[config.mk]
export PLATFORM = sky130hd
export DESIGN_NAME = muldiv_unit
export DESIGN_NICKNAME = d
export VERILOG_FILES = /design/src/rtl/muldiv_unit.sv
export SDC_FILE = /design/constraint.sdc
export NUM_CORES = 1
export LEC_CHECK = 0
export ABC_AREA = 1
export BUFFER_PORTS_ARGS = -buffer_cell sky130_fd_sc_hd__buf_4
export CAP_MARGIN = 20
export CORE_ASPECT_RATIO = 0.75
export CORE_UTILIZATION = 30
export CTS_CLUSTER_DIAMETER = 100
export CTS_CLUSTER_SIZE = 30
export DETAILED_ROUTE_END_ITERATION = 10
export PLACE_DENSITY_LB_ADDON = 0.08
export SLEW_MARGIN = 20
export SYNTH_ARGS = -nofsm -noshare
export SYNTH_HDL_FRONTEND = slang
export SYNTH_SLANG_ARGS = --single-unit
export TNS_END_PERCENT = 20
[constraint.sdc]
create_clock -name mdu_clk -period 6.2 [get_ports mdu_clk]
set_input_delay 0.31 -clock mdu_clk [delete_from_list [all_inputs] [get_ports mdu_clk]]
set_output_delay 0.31 -clock mdu_clk [all_outputs]
set_load 0.01 [all_outputs]
[src/rtl/muldiv_unit.sv]
// -----------------------------------------------------------------------------
// muldiv_unit
//
// This is a multiply/divide unit for an integer execution stage. It performs
// the eight RV32M-style operations selected by mdu_i_funct3:
//   0 MUL, 1 MULH, 2 MULHSU, 3 MULHU, 4 DIV, 5 DIVU, 6 REM, 7 REMU
//
// Multiplies use a shift-add loop on a 2*DWIDTH-bit product register.
// Divides use a restoring loop that produces one quotient bit per cycle.
// Signed operands are reduced to magnitudes when a request is accepted. The
// result sign is restored in the DONE state. Division by zero and signed
// overflow do not run the loop; they skip it and go straight to DONE.
//
// Configuration macro:
//   MDU_FAST_MUL_EN - when defined, multiplies use one combinational
//                     2*DWIDTH-bit product and skip the iterative loop.
//
// Parameters:
//   DWIDTH      - operand and result width (even, >= 8)
//   AWIDTH      - destination register address width
//   FUNCT_WIDTH - operation select width (the low three bits are decoded)
//
// Ports:
//   mdu_clk        in   clock, rising edge
//   mdu_rst        in   asynchronous reset, active low
//   mdu_i_ce       in   request valid (accepted only in IDLE)
//   mdu_i_flush    in   abort the current or incoming operation
//   mdu_i_funct3   in   operation select
//   mdu_i_data_rs1 in   operand a (multiplicand / dividend)
//   mdu_i_data_rs2 in   operand b (multiplier / divisor)
//   mdu_i_addr_rd  in   destination register address
//   mdu_o_stall    out  high while an operation is in flight
//   mdu_o_valid    out  one-cycle result strobe
//   mdu_o_we_reg   out  register-file write enable (rd != 0), with valid
//   mdu_o_addr_rd  out  destination address of the result
//   mdu_o_data_rd  out  result data
// -----------------------------------------------------------------------------
module muldiv_unit #(
    parameter int DWIDTH      = 32,
    parameter int AWIDTH      = 5,
    parameter int FUNCT_WIDTH = 3
) (
    input  logic                   mdu_clk,
    input  logic                   mdu_rst,
    input  logic                   mdu_i_ce,
    input  logic                   mdu_i_flush,
    input  logic [FUNCT_WIDTH-1:0] mdu_i_funct3,
    input  logic [DWIDTH-1:0]      mdu_i_data_rs1,
    input  logic [DWIDTH-1:0]      mdu_i_data_rs2,
    input  logic [AWIDTH-1:0]      mdu_i_addr_rd,
    output logic                   mdu_o_stall,
    output logic                   mdu_o_valid,
    output logic                   mdu_o_we_reg,
    output logic [AWIDTH-1:0]      mdu_o_addr_rd,
    output logic [DWIDTH-1:0]      mdu_o_data_rd
);

    localparam int P_W   = 2 * DWIDTH;
    localparam int CNT_W = $clog2(DWIDTH) + 1;

    typedef enum logic [1:0] {
        S_IDLE = 2'd0,
        S_MUL  = 2'd1,
        S_DIV  = 2'd2,
        S_DONE = 2'd3
    } state_t;

    // Two's-complement sign restoration for single- and double-width values
    function automatic logic [DWIDTH-1:0] apply_sign_w(input logic [DWIDTH-1:0] mag,
                                                       input logic neg);
        return neg ? -mag : mag;
    endfunction

    function automatic logic [P_W-1:0] apply_sign_2w(input logic [P_W-1:0] mag,
                                                     input logic neg);
        return neg ? -mag : mag;
    endfunction

    state_t              state_q, state_d;

    logic [2:0]          op_q;
    logic [AWIDTH-1:0]   rd_q;
    logic                neg_q;
    logic                hold_q;
    logic [CNT_W-1:0]    cnt_q;
    logic [DWIDTH-1:0]   opnd_q;   // multiplicand magnitude, or divisor magnitude
    logic [P_W-1:0]      prod_q;
    logic [DWIDTH-1:0]   quo_q;
    logic [DWIDTH-1:0]   rem_q;

    // ---------------------------------------------------------------------
    // Request decode (combinational, used at the accept edge)
    // ---------------------------------------------------------------------
    logic [2:0]               op_in;
    logic                     in_is_div;
    logic                     a_sgn_en, b_sgn_en;
    logic                     a_neg_in, b_neg_in;
    logic signed [DWIDTH-1:0] rs1_s, rs2_s;
    logic [DWIDTH-1:0]        a_mag_in, b_mag_in;
    logic                     div_zero_in, div_ovf_in, fast_div_in;
    logic                     neg_in;
    logic                     accept;
    logic                     cnt_last;

    assign op_in     = mdu_i_funct3[2:0];
    assign in_is_div = op_in[2];
    assign rs1_s     = mdu_i_data_rs1;
    assign rs2_s     = mdu_i_data_rs2;

    // a is signed for MULH, MULHSU, DIV and REM; b for MULH, DIV and REM
    assign a_sgn_en = (op_in == 3'd1) || (op_in == 3'd2) || (op_in == 3'd4) || (op_in == 3'd6);
    assign b_sgn_en = (op_in == 3'd1) || (op_in == 3'd4) || (op_in == 3'd6);
    assign a_neg_in = a_sgn_en && (rs1_s < 0);
    assign b_neg_in = b_sgn_en && (rs2_s < 0);
    assign a_mag_in = a_neg_in ? -mdu_i_data_rs1 : mdu_i_data_rs1;
    assign b_mag_in = b_neg_in ? -mdu_i_data_rs2 : mdu_i_data_rs2;

    assign div_zero_in = (mdu_i_data_rs2 == '0);
    assign div_ovf_in  = ((op_in == 3'd4) || (op_in == 3'd6))
                       && (mdu_i_data_rs1 == {1'b1, {(DWIDTH-1){1'b0}}})
                       && (mdu_i_data_rs2 == '1);
    assign fast_div_in = in_is_div && (div_zero_in || div_ovf_in);

    // Remainder takes the sign of a; quotient and products take a XOR b
    assign neg_in = ((op_in == 3'd6) || (op_in == 3'd7)) ? a_neg_in : (a_neg_in ^ b_neg_in);

    assign accept   = (state_q == S_IDLE) && mdu_i_ce && !mdu_i_flush;
    assign cnt_last = (cnt_q == CNT_W'(DWIDTH - 1));

`ifdef MDU_FAST_MUL_EN
    logic [P_W-1:0] prod_fast;
    assign prod_fast = P_W'(a_mag_in) * P_W'(b_mag_in);
`endif

    // ---------------------------------------------------------------------
    // Iteration steps
    // ---------------------------------------------------------------------
    logic [DWIDTH:0]   mul_sum;
    logic [P_W-1:0]    prod_n;
    logic [DWIDTH:0]   rem_sh, rem_diff;
    logic [DWIDTH-1:0] quo_n, rem_n;

    always_comb begin
        mul_sum = {1'b0, prod_q[P_W-1:DWIDTH]} + {1'b0, (prod_q[0] ? opnd_q : {DWIDTH{1'b0}})};
        prod_n  = {mul_sum, prod_q[DWIDTH-1:1]};
    end

    // A borrow out of rem_diff (its top bit) means the trial subtraction fails
    always_comb begin
        rem_sh   = {rem_q, quo_q[DWIDTH-1]};
        rem_diff = rem_sh - {1'b0, opnd_q};
        if (!rem_diff[DWIDTH]) begin
            rem_n = rem_diff[DWIDTH-1:0];
            quo_n = {quo_q[DWIDTH-2:0], 1'b1};
        end else begin
            rem_n = rem_sh[DWIDTH-1:0];
            quo_n = {quo_q[DWIDTH-2:0], 1'b0};
        end
    end

    // ---------------------------------------------------------------------
    // FSM: state register
    // ---------------------------------------------------------------------
    always_ff @(posedge mdu_clk or negedge mdu_rst) begin
        if (!mdu_rst) state_q <= S_IDLE;
        else          state_q <= state_d;
    end

    // ---------------------------------------------------------------------
    // FSM: next state
    // ---------------------------------------------------------------------
    always_comb begin
        state_d = state_q;
        if (mdu_i_flush) begin
            state_d = S_IDLE;
        end else begin
            case (state_q)
                S_IDLE: begin
                    if (mdu_i_ce) begin
                        if (in_is_div) begin
                            state_d = fast_div_in ? S_DONE : S_DIV;
                        end else begin
`ifdef MDU_FAST_MUL_EN
                            state_d = S_DONE;
`else
                            state_d = S_MUL;
`endif
                        end
                    end
                end
                S_MUL:   if (cnt_last) state_d = S_DONE;
                S_DIV:   if (cnt_last) state_d = S_DONE;
                S_DONE:  if (!hold_q)  state_d = S_IDLE;
                default: state_d = S_IDLE;
            endcase
        end
    end

    // ---------------------------------------------------------------------
    // FSM: outputs
    // ---------------------------------------------------------------------
    logic emit;

    always_comb begin
        mdu_o_stall = (state_q != S_IDLE);
        emit        = (state_q == S_DONE) && !hold_q && !mdu_i_flush;
    end

    // ---------------------------------------------------------------------
    // Operand capture and iteration registers
    // ---------------------------------------------------------------------
    // hold_q keeps a skip-loop operation in DONE for one extra cycle. This
    // gives every skip-loop result the same fixed two-edge latency.
    always_ff @(posedge mdu_clk or negedge mdu_rst) begin
        if (!mdu_rst) begin
            op_q   <= '0;
            rd_q   <= '0;
            neg_q  <= 1'b0;
            hold_q <= 1'b0;
            cnt_q  <= '0;
            opnd_q <= '0;
            prod_q <= '0;
            quo_q  <= '0;
            rem_q  <= '0;
        end else if (accept) begin
            op_q  <= op_in;
            rd_q  <= mdu_i_addr_rd;
            cnt_q <= '0;
            if (in_is_div) begin
                opnd_q <= b_mag_in;
                hold_q <= fast_div_in;
                if (div_zero_in) begin
                    neg_q <= 1'b0;
                    quo_q <= '1;
                    rem_q <= mdu_i_data_rs1;
                end else if (div_ovf_in) begin
                    neg_q <= 1'b0;
                    quo_q <= mdu_i_data_rs1;
                    rem_q <= '0;
                end else begin
                    neg_q <= neg_in;
                    quo_q <= a_mag_in;
                    rem_q <= '0;
                end
            end else begin
                neg_q  <= neg_in;
                opnd_q <= a_mag_in;
`ifdef MDU_FAST_MUL_EN
                hold_q <= 1'b1;
                prod_q <= prod_fast;
`else
                hold_q <= 1'b0;
                prod_q <= {{DWIDTH{1'b0}}, b_mag_in};
`endif
            end
        end else begin
            case (state_q)
                S_MUL: begin
                    prod_q <= prod_n;
                    cnt_q  <= cnt_q + CNT_W'(1);
                end
                S_DIV: begin
                    quo_q <= quo_n;
                    rem_q <= rem_n;
                    cnt_q <= cnt_q + CNT_W'(1);
                end
                S_DONE:  hold_q <= 1'b0;
                default: ;
            endcase
        end
    end

    // ---------------------------------------------------------------------
    // Result selection with sign restoration
    // ---------------------------------------------------------------------
    logic [P_W-1:0]    prod_full;
    logic [DWIDTH-1:0] result_w;

    always_comb begin
        prod_full = apply_sign_2w(prod_q, neg_q);
        result_w  = '0;
        if (op_q[2]) begin
            result_w = op_q[1] ? apply_sign_w(rem_q, neg_q) : apply_sign_w(quo_q, neg_q);
        end else if (op_q[1:0] == 2'd0) begin
            result_w = prod_full[DWIDTH-1:0];
        end else begin
            result_w = prod_full[P_W-1:DWIDTH];
        end
    end

    // ---------------------------------------------------------------------
    // Output register: strobe for one cycle, data/address hold otherwise
    // ---------------------------------------------------------------------
    always_ff @(posedge mdu_clk or negedge mdu_rst) begin
        if (!mdu_rst) begin
            mdu_o_valid   <= 1'b0;
            mdu_o_we_reg  <= 1'b0;
            mdu_o_addr_rd <= '0;
            mdu_o_data_rd <= '0;
        end else if (emit) begin
            mdu_o_valid   <= 1'b1;
            mdu_o_we_reg  <= (rd_q != '0);
            mdu_o_addr_rd <= rd_q;
            mdu_o_data_rd <= result_w;
        end else begin
            mdu_o_valid  <= 1'b0;
            mdu_o_we_reg <= 1'b0;
        end
    end

endmodule
# ---- Word level (Yosys, flattened, before mapping)
# Index checks and enable logic that the tools add are counted.
dict set report totals {
  register_bits 217
  latchBits 0
  mem_bits_rw 0
  romBits 0
  in_bits 76
  output_inout_bits 40
  wordCells 115
  mem_count 0
}
dict set report classes {
  add_sub_neg 8
  multipliers 0
  n_div 0
  n_lt_le_gt_ge 2
  eq_ne 16
  shifts 0
  n_mux 42
  bitwise 1
  n_reduce_logical 32
}
# cell count
set op_table {}
lappend op_table {{two-way mux 32 bit} 19}
lappend op_table {{two-way mux 64 bit} 4}
lappend op_table {{negation 32 bit} 4}
lappend op_table {{equality test 32 bit, second input constant} 2}
lappend op_table {{less-than comparator 32 x 1 -> 1 bit, second input constant} 2}
lappend op_table {{negation 64 bit} 1}
lappend op_table {{adder 32 x 32 -> 33 bit} 1}
lappend op_table {{subtractor 33 x 32 -> 33 bit} 1}
lappend op_table {{zero test 32 bit} 1}
lappend op_table {{two-way mux 6 bit} 2}
lappend op_table {{two-way mux 1 bit} 11}
lappend op_table {{two-way mux 2 bit} 5}
lappend op_table {{nonzero test 2 bit} 5}
lappend op_table {{equality test 3 bit, second input constant} 3}
lappend op_table {{logical AND 1 bit} 9}
lappend op_table {{logical OR 1 bit} 8}
lappend op_table {{adder 6 x 1 -> 6 bit, second input constant} 1}
lappend op_table {{equality test 6 x 5 -> 1 bit, second input constant} 1}
lappend op_table {{!= test 3 bit, second input constant} 2}
lappend op_table {{case mux 2 bit (3 select lines)} 1}
lappend op_table {{nonzero test 5 bit} 1}
lappend op_table {{equality test 2 bit, second input constant} 2}
lappend op_table {{zero test 2 bit} 2}
lappend op_table {{!= test 2 bit, second input constant} 2}
lappend op_table {{9 further kinds} 11}

# ---- Longest topological paths before layout
# Gate-level depths: netlist of the first run.
dict set report depth {
  word_depth 11
  mapped_depth 19
  mapped_depth_nobuf 18
}

# ---- Least setup slack after synthesis of the first run
# OpenSTA, ideal clock, no wires.
dict set report synth_timing {
  path_type {reg2reg}
  start {register prod_q[0]}
  end {register prod_q[63]}
  setup_ps 126
  t_arrival_ps 2150
  t_required_ps 6074
  slack_ps 3924
  path_stages_with_launch 20
  cell_sequence {dfrtp_1 -> clkbuf_1 -> clkbuf_1 -> nand2_1 -> inv_1 -> ha_1 -> nand2_1 -> nand2_1 -> o21ai_0 -> inv_1 -> nand2_1 -> nand2_1 -> a21oi_1 -> inv_1 -> nand3_1 -> nand2_1 -> nand2_1 -> nand2_1 -> nand2_1 -> o21ai_0}
}
dict set report synth_between {
  elab_chain_cells 4
}
# element line_no
set synth_lines {}
lappend synth_lines {{from (decl)} 87} ;# logic [P_W-1:0] prod_q;
lappend synth_lines {{from (signal assigned)} 253} ;# prod_q <= {{DWIDTH{1'b0}}, b_mag_in};
lappend synth_lines {{from (signal assigned)} 259} ;# prod_q <= prod_n;
lappend synth_lines {{two-way mux 32 bit} 144} ;# mul_sum = {1'b0, prod_q[P_W-1:DWIDTH]} + {1'b0, (prod_q[0] ? opnd_q : {DWIDTH{1'b0}})};
lappend synth_lines {{adder 32 x 32 -> 33 bit} 144}
lappend synth_lines {{two-way mux 64 bit} 257} ;# case (state_q)
lappend synth_lines {{two-way mux 64 bit} 225} ;# end else if (accept) begin
# No other way between the ends. The select of a mux whose other input is x is not followed.
# A chain may end at the register's enable or synchronous reset.

# ---- Worst setup path after layout of the first run
dict set report layout_timing {
  start {register state_q[0]}
  end {register prod_q[17]}
}
dict set report layout_between {
  elab_chain_cells 5
  word_cells_on_any_way 8
}
# element line_no
set layout_lines {}
lappend layout_lines {{from (decl)} 79} ;# state_t state_q, state_d;
lappend layout_lines {{from (signal assigned)} 166} ;# else state_q <= state_d;
lappend layout_lines {{zero test 2 bit} 127} ;# assign accept = (state_q == S_IDLE) && mdu_i_ce && !mdu_i_flush;
lappend layout_lines {{logical AND 1 bit (2 in series)} 127}
lappend layout_lines {{!= test 2 bit (no source line) or nonzero test 2 bit (tied branches)} n/a}
lappend layout_lines {{AND reduction 2 bit (no source line)} n/a}
# Several ways; a longest one is shown, not always the timed one.

==> results of run 1 <==
final timing paths:
path	cells past startpoint	startpoint	to
setup reg to reg	10	state_q[0]$_DFFE_PN0P_	prod_q[17]$_DFFE_PN0P_
setup / recovery	10	state_q[0]$_DFFE_PN0P_	prod_q[17]$_DFFE_PN0P_
hold reg to reg	2	mdu_o_data_rd[13]$_DFFE_PN0P_	mdu_o_data_rd[13]$_DFFE_PN0P_
min in group asynchronous	2	mdu_rst	prod_q[59]$_DFFE_PN0P_
max in group asynchronous	3	mdu_rst	neg_q$_DFFE_PN0P_
hold / removal	3	mdu_i_funct3[1]	op_q[1]$_DFFE_PN0P_
synthesized netlist by cell type, types with 9 or more instances:
master,count
xor2_1,59
nor3_1,41
ha_1,75
a22oi_1,9
a21oi_1,202
nand3b_1,11
clkbuf_1,68
o211ai_1,34
o21ai_1,46
o22ai_1,23
inv_2,10
nand4_1,73
buf_2,27
dfrtp_1,217
o21bai_1,9
o21ai_0,289
inv_1,544
nor2_1,386
nand3_1,366
buf_1,13
nand2_1,1068
per-layer routing:
metal	global-route usage [%]	share of wire, %	vias up
li1	-	-	11949
met4	7.30	2.7	4
met1	42.3	48	11639
met2	39.2	38	1064
met3	9.29	11	117
met5	0	0.022	-
cell type report:
| class | instances | area (µm²) |
|---|---|---|
| inverter | 558 | 2100 |
| fill | 8126 | 46600 |
| multi-input combinational | 2781 | 13400 |
| tap | 946 | 1180 |
| clock buffer | 15 | 375 |
| antenna | 4 | 10.0 |
| sequential | 217 | 5430 |
| clock inverter | 8 | 130 |
| timing repair buffer | 143 | 1140 |
worst max-delay path, delay by kind of cell (launching register included):
| family | cells | cell delay [ns] |
|---|---|---|
| buffers and inverters | 5 | 1.86 |
| AO/OA/AOI/OAI | 2 | 0.43 |
| flip-flops | 1 | 0.42 |
| adder cells (fa/ha/maj) | 1 | 0.23 |
| AND/OR/NAND/NOR | 2 | 0.93 |
metrics by stage:
stage | total power, W | setup slack (ns) | area (µm²) | hold WS (ns)
detailed placement | 0.0122 | 2.25 | 23200 | 0.392
CTS | 0.0134 | 2.21 | 23800 | 0.0336
finish | 0.0136 | 2.16 | 23800 | 0.0372
global placement | 0.0122 | 2.35 | 23200 | 0.396
floorplan | 0.00870 | 3.92 | 21500 | 0.0144
global route | 0.0147 | 1.90 | 23800 | 0.0631
report_power, final:
group / internal [W] / switching, W / total, W
clock: 0.000494 / 0.000700 / 0.00119
combinational: 0.00281 / 0.00659 / 0.00940
sequential: 0.00203 / 0.000949 / 0.00298
total: 0.00533 / 0.00824 / 0.0136
logic make-up after synthesis:
kind of cell / synth area share [%]
simple gates: 39.1
buf+inv: 12.1
compound gates: 16.3
flops: 25.3
fa+ha+maj: 4.56
xor+xnor: 2.53
==> run metrics, run 1 <==
status complete, no violations; initial DRC count 2823; PortBufs around 120; global-route wire length before repair 154000 µm; fmax around 250 MHz; PostCTS Resize Cnt 0; largest net degree at the start of global routing 126; number of global-route vias before repair roughly 22000; most frequent cells in the layout nand2_1, inv_1, nor2_1; grt ovf 0; via/cell ratio 5.30; kind of critical path reg -> reg; Avg Inst Size Synth 5.85 µm²; r2r setup slk about 2.2 ns; Final ANT Viol Nets 0; Tcrit/Tclk final 65.2%; Worst Hold Class in -> reg; CTS root buffer clkbuf_16; unrepaired setup endpoints after global routing no; Top FF cell, synth dfrtp_1; Synth Warn # 0; data arrival time of the worst path 4.48 ns; CP peak stage delay 0.74 ns; first-pass detailed-route iteration total 6; Remaining DRCs 0; fin. max-slew vios 0; Synth top area share 25.3%; Routed WL per cell between 20 and 25 µm; Core ar. between 70000 and 80000 µm²; Worst-Margin Slew ~1.2 ns; RePlAce Congestion 0.955; Num CTS Buffers 14; Tmin final 4.04 ns; Post-synth EDFFs 0; Yosys top cell by area dfrtp_1; leakage 12.3 nW; Finished Layout Cells 4672; Distinct cells, synth 52; chip height roughly 230 µm; Cells after DPL between 4000 and 5000; Worst Setup End Kind flip-flop; synth top area cells dfrtp_1, nand2_1, inv_1, nand3_1, nor2_1; Final Setup Violations 0; CTS Sinks 217; synthesis-to-layout area growth 11.0%; Post-Synthesis Cells between 3000 and 4000; Setup TNS 0 ns; Worst-path clk slew 0.13 ns; Clock Path Buffers 3; fraction of layout cells with a size suffix above 1 5.51%; Die ar. 72600 µm²; FF+latch count, synth 217; # nets final 3868; max reg flops 64; Total GRT Usage between 20% and 30%; Detailed Route WL between 100000 and 150000 µm; Max transition margin 21.8%; Final Hold Vio Count 0; # Max-Cap Violations 0; post-DP HPWL 85200 µm; Max IR drop VDD between 0.3 and 0.4 mV; CP required 6.64 ns; via count 24773; share of synthesized registers carrying an async set or reset 100%; Boundary Pins 116; htree depth 1; post-synthesis sequential area ratio 25.3%; Final Util 33.8%; Critical Path Source Type flip-flop; Hold-fix buffers, CTS 6; most common cell after layout, fill and taps aside nand2_1; Setup Skew about 0.036 ns; crit-path cells inv_1 -> ha_1 -> inv_2 -> nor3_4 -> clkinv_2 -> nand2_1 -> buf_4 -> clkinv_1 -> a21oi_1 -> o22ai_1; CTS tree built; PwrDens ~570 nW/µm²; initial antenna violation count 5; die width roughly 310 µm; Slowest-stage cell, CP nand2_1; Top reg by flops prod_q; Syn Nets 3824; Post-CTS Setup Inserts 0; Starting Density 30.5%; row count 84; maximum net fanout on the critical path 49; Clk Latency, worst-skew pair 0.56 ns; Mapped Area 21500 µm²
Power figures use the tool's default switching activity.
==> run 2: changes to the inputs <==
- ABC_AREA: 1 -> 0
- clock period: 6.2 -> 3.4 ns (I/O delays scaled with it)
==> run 2 against run 1 <==
  * Die area shrank 16%
  * Critical path type unchanged
  * Via count shrank 25%
  * Largest power group unchanged
  * Utilization grew 3.8 points
  * Routed wire length shrank 26%
  * Total power grew 71%
  * Synthesized cell count shrank 38%
==> run metrics, run 2 <==
status complete, no violations; CTS Sinks between 200 and 250; maximum net fanout on the critical path 6; critical path's top delay family compound AO/OA/AOI/OAI gates; number of cells on the critical path 15; leakage 9.58 nW; Worst-Margin Slew 0.966 ns; Post-synth EDFFs 0; share of synthesized registers carrying an async set or reset 100%; Detailed Route WL 78700 µm; Clk Latency, worst-skew pair 0.54 ns; global-route wire length before repair 116000 µm; post-DP HPWL around 63000 µm; row count 77; Yosys top cell by area dfrtp_1; Max IR drop VDD 0.654 mV; Top reg by flops prod_q; Clock Path Buffers 3; FF+latch count, synth roughly 220; chip height 214 µm; number of global-route vias before repair around 17000; Hold EP rem_q[5]$_DFFE_PN0P_; Die ar. 60700 µm²; Avg Inst Size Synth ~7.9 µm²; Core ar. a little under 60000 µm²; CP dominant cell by count buf_4; data arrival time of the worst path 3.75 ns; most frequent cells in the layout buf_4, nand2_1, o21ai_0; Post-Synthesis Cells between 2000 and 2500; Worst Setup End Kind flip-flop; synth top area cells dfrtp_1, o21ai_0, xnor2_1, nand2_1, ha_1; # Max-Cap Violations 0; CP required 3.79 ns; min-delay src mdu_i_data_rs1[5]; initial DRC count about 1800; Final Hold Vio Count 0; grt ovf 0; max reg flops 64; die width about 280 µm; synthesis-to-layout area growth 23.9%; Hold Crit Depth 3; most frequent cells after synthesis nand2_1, o21ai_0, dfrtp_1; Top FF cell, synth dfrtp_1; fmax about 300 MHz; Slowest-stage cell, CP a221o_1; overall power 0.0232 W; Final Setup Violations 0; initial antenna violation count 2; Buf/Inv on CP 5; slack of the critical path between 0.03 and 0.04 ns; top-count cell post-synth nand2_1; PortBufs 115; Distinct cells, synth 82; Starting Density 30.4%; n_diodes 0; CTS root buffer clkbuf_16; Remaining DRCs 0; RePlAce Congestion ~0.92; R2R cell count 15; unrepaired setup endpoints after global routing yes; CTS tree built; Max transition margin between 30% and 40%; most common cell after layout, fill and taps aside buf_4; Num CTS Buffers 14; fraction of layout cells with a size suffix above 1 17.8%; Routed WL per cell 23.7 µm; Tmin final 3.37 ns; Design Area, Final approximately 22000 µm²; Mapped Area about 18000 µm²; worst reg2reg endpoint prod_q[62]$_DFFE_PN0P_; Tcrit/Tclk final 99.0%; Synth top area share about 30%; crit-path cells clkinv_1 -> buf_4 -> buf_4 -> nor2_1 -> ha_1 -> buf_4 -> and4_1 -> a221o_1 -> o21ai_0 -> buf_4 -> a21oi_1 -> or3_1 -> a31oi_2 -> xor2_1 -> o21ai_0; first-pass detailed-route iteration total 6; Critical Path Source Type flip-flop; post-synthesis sequential area ratio between 30% and 40%; Cells after DPL 3254; RR Startpoint prod_q[0]$_DFFE_PN0P_; Boundary Pins ~120; r2r setup slk 0.03 ns; Worst-path clk slew 0.10 ns; via/cell ratio 5.56; largest net degree at the start of global routing 107; Final ANT Viol Nets 0; Synth Warn # 0; fin. max-slew vios 0; Total GRT Usage 25.5%; htree depth 1; Worst Hold Class in -> reg; via count 18474; PwrDens 1050 nW/µm²; pre-CTS setup slack -0.155 ns; CP peak stage delay 0.40 ns; dpl cell area 21000 µm²; kind of critical path reg -> reg; Finished Layout Cells 3322; Syn Nets 2428; Setup Skew 0.0479 ns; # nets final 2677
[run 2: cell count changes after synthesis, moves of 47 or more]
| cell | change |
|---|---|
| nand2_1 | -787 |
| nand4_1 | -49 |
| inv_1 | -480 |
| xnor2_1 | +126 |
| nand3_1 | -332 |
| nor2_1 | -193 |
| clkbuf_1 | +47 |
[run 2: per-stage QoR]
step | hold slack (ns) | util (%) | setup TNS, ns
after floorplan | -0.126 | - | 0
after global placement | 0.324 | 35.5 | -4.24
after detailed placement | 0.326 | 35.5 | -3.54
after CTS | 0.0281 | 37.1 | -0.311
after global routing | 0.0592 | 37.7 | -0.259
final | 0.0453 | 37.7 | 0
[run 2: how the worst max path moves through the flow]
| stage | from | endpoint | slack [ns] |
|---|---|---|---|
| after detailed placement | opnd_q[0]$_DFFE_PN0P_ | rem_q[3]$_DFFE_PN0P_ | -0.16 |
| after CTS | opnd_q[19]$_DFFE_PN0P_ | rem_q[2]$_DFFE_PN0P_ | -0.06 |
| after global routing | prod_q[0]$_DFFE_PN0P_ | prod_q[62]$_DFFE_PN0P_ | -0.12 |
| final | prod_q[0]$_DFFE_PN0P_ | prod_q[62]$_DFFE_PN0P_ | 0.03 |
| after global placement | opnd_q[24]$_DFFE_PN0P_ | rem_q[7]$_DFFE_PN0P_ | -0.17 |
| after floorplan | prod_q[0]$_DFFE_PN0P_ | prod_q[62]$_DFFE_PN0P_ | 0.09 |
[run 2: tightest hold or removal path, stage by stage]
cell and delay [ns]:
buf_4 0.12, a32oi_1 0.06, a31oi_1 0.17
[run 2: what timing repair did]
| item | CTS | global route |
|---|---|---|
| hold buffers | 35 | 0 |
| gates cloned | 2 | 0 |
| hold endpoints to repair | 137 | 0 |
| buffers inserted | 3 | 5 |
| pin swaps | 3 | 15 |
| endpoints found under the setup margin | 43 | 56 |
| resized for setup | 12 | 58 |
[run 2: cells by family after synthesis]
| kind of cell | Yosys count | synth area share, % |
|---|---|---|
| compound gates | 754 | 26.1 |
| xor+xnor | 230 | 11.2 |
| fa+ha+maj | 77 | 5.46 |
| buf+inv | 201 | 4.35 |
| flops | 217 | 30.3 |
| mux | 52 | 3.02 |
| simple gates | 744 | 19.5 |
[run 2: layer usage]
layer,share of wire (%),global-route usage (%),up-vias
met5,0.0089,0,-
met3,6.6,3.61,102
met2,41,37.2,602
met4,3.6,8.31,2
li1,-,-,8727
met1,48,38.1,9041
[run 2: final cells by class]
| cell class | instances | area, µm² |
|---|---|---|
| clock buffer | 17 | 383 |
| clock inverter | 7 | 67.6 |
| fill | 6235 | 36800 |
| inverter | 65 | 244 |
| multi-input combinational | 1857 | 12100 |
| sequential | 217 | 5440 |
| tap | 790 | 988 |
| timing repair buffer | 369 | 3010 |
[run 2: where the power goes]
part | total, W | leakage [nW] | internal [W] | switching [W]
Sequential | 0.00491 | 2.76 | 0.00365 | 0.00126
Combinational | 0.0164 | 6.61 | 0.00679 | 0.00960
Clock | 0.00193 | 0.209 | 0.000844 | 0.00109
==> run 3: changes to the inputs <==
- ABC_AREA: 0 -> 1
- CTS_BUF_LIST: not set -> sky130_fd_sc_hd__clkbuf_4 sky130_fd_sc_hd__clkbuf_8
==> run 3 against run 2 <==
  * Maximum frequency grew 15%
  * Non-clock buffer count shrank 157
  * Combinational power grew 8%
  * Sequential share of layout area shrank 2.1 points
  * Clock skew shrank 0.0023 ns
  * Utilization shrank 3.2 points
  * Die area grew 20%
  * Critical path depth grew 3
  * Cell area grew 9.3%
  * Largest cell class unchanged
==> run metrics, run 3 (same netlist as run 1, synthesis figures left out) <==
synthesis-to-layout area growth 13.1%; Critical Path Source Type flip-flop; RePlAce Congestion 0.955; Core ar. 70400 µm²; Worst Setup End Kind flip-flop; grt peak-use layer met1; global-route wire length before repair 158000 µm; Top reg by flops prod_q; PortBufs 115; Worst-path clk slew approximately 0.2 ns; Total GRT Usage around 30%; GR Layer Usage met1 43.9%; Hold Crit Depth 5; row count 84; max reg flops 64; Finished Layout Cells 4739; Cells after DPL 4688; via count 25090; Fill cells 8182; status complete, no violations; area of the multi-input gates 13400 µm²; Worst-Margin Slew 0.949 ns; Tcrit/Tclk final ~86%; largest net degree at the start of global routing 86; Final Hold Vio Count 0; unrepaired setup endpoints after global routing no; R2R cell count 18; Die ar. 72600 µm²; CTS Sinks 217; die width a little over 300 µm; fin. max-slew vios 0; Setup TNS 0 ns; maximum net fanout on the critical path 30; Tmin final 2.92 ns; Worst Hold Class in -> reg; leakage 12.5 nW; number of global-route vias before repair between 20000 and 25000; Max transition margin 36.0%; Clk Latency, worst-skew pair 0.63 ns; most frequent cells in the layout nand2_1, inv_1, nor2_1; # nets final 3937; Remaining DRCs 0; Setup Skew around 0.046 ns; # Max-Cap Violations 0; Clock Path Buffers 3; crit-path cells ha_1 -> fa_1 -> inv_1 -> nand2_1 -> nand2_1 -> nand3_1 -> nand2_2 -> nand2_1 -> nand2_2 -> nand2_2 -> nand2_1 -> nand2_1 -> nand2_1 -> buf_12 -> nand2_1 -> nand2_1 -> nand2_1 -> a21oi_1; initial antenna violation count 6; htree depth 1; Final ANT Viol Nets 0; CP dominant cell by count nand2_1; grt ovf 0; CTS root buffer clkbuf_8; CP required 3.94 ns; grt met3 use between 7 and 8%; PwrDens 1020 nW/µm²; post-DP HPWL roughly 90000 µm; fmax 343 MHz; fraction of layout cells with a size suffix above 1 6.70%; Routed WL per cell approximately 23 µm; data arrival time of the worst path 3.46 ns; CP peak stage delay 0.55 ns; Num CTS Buffers 14; Detailed Route WL 108000 µm; met2 Use GR between 40% and 50%; via/cell ratio 5.29; Max IR drop VDD roughly 0.40 mV; Starting Density 30.5%; CTS tree built; Final Util 34.5%; most common cell after layout, fill and taps aside nand2_1; first-pass detailed-route iteration total 6; Slowest-stage cell, CP dfrtp_1; kind of critical path reg -> reg; Final Setup Violations 0; FF/Latch Area approximately 5400 µm²; chip height about 230 µm; initial DRC count 2756; Boundary Pins 116
-- run 3: worst paths after layout --
path | start | endpoint | slack (ns)
worst max-delay path | opnd_q[0]$_DFFE_PN0P_ | rem_q[31]$_DFFE_PN0P_ | 0.48
worst min-delay path | mdu_i_data_rs1[3] | rem_q[3]$_DFFE_PN0P_ | 0.04
worst max register to register | opnd_q[0]$_DFFE_PN0P_ | rem_q[31]$_DFFE_PN0P_ | 0.48
worst min register to register | mdu_o_data_rd[28]$_DFFE_PN0P_ | mdu_o_data_rd[28]$_DFFE_PN0P_ | 0.50
max in group asynchronous | mdu_rst | quo_q[25]$_DFFE_PN0P_ | 2.39
min in group asynchronous | mdu_rst | prod_q[60]$_DFFE_PN0P_ | 0.09
-- run 3: stage by stage --
| stage | cell area, µm² | hold WS, ns | total power [W] | setup WS (ns) |
|---|---|---|---|---|
| 2_1_floorplan | 21500 | -0.126 | 0.0159 | 1.12 |
| 3_3_place_gp | 23600 | 0.232 | 0.0227 | 0.560 |
| 3_5_place_dp | 23600 | 0.223 | 0.0226 | 0.543 |
| 4_1_cts | 24300 | 0.00115 | 0.0245 | 0.533 |
| 5_1_grt | 24300 | 0.0361 | 0.0270 | 0.221 |
| 6_report | 24300 | 0.0433 | 0.0248 | 0.482 |
-- run 3: layer usage --
metal / share of wire, % / vias up
met4: 2.4 / 4
met3: 9.8 / 103
met1: 48 / 11837
met5: 0.023 / -
met2: 39 / 1061
li1: - / 12085
-- run 3: area by class of cell --
type | count | area share [%]
multi-input cells | 2781 | 55.4
flip-flops and latches | 217 | 22.4
inverters | 558 | 8.64
repair buffers | 212 | 7.22
well taps | 946 | 4.88
clock buffers | 15 | 0.851
clock inverters | 9 | 0.609
diodes | 1 | 0.0103
-- run 3: repair_timing --
| action | 4_1_cts | 5_1_grt |
|---|---|---|
| hold buffers | 26 | 0 |
| hold endpoints to repair | 111 | 0 |
| gates resized for setup | 0 | 0 |
| setup buffers | 0 | 0 |
-- run 3: power by group --
group	internal, W	switching [W]
registers	0.00369	0.00166
clock network	0.000573	0.00120
logic	0.00545	0.0123
-- run 3: critical path: cells and delay by family (launching register included) --
| kind | cells | cell delay (ns) |
|---|---|---|
| buf+inv | 2 | 0.32 |
| compound gates | 1 | 0.15 |
| flops | 1 | 0.55 |
| simple gates | 13 | 1.09 |
| fa+ha+maj | 2 | 0.71 |
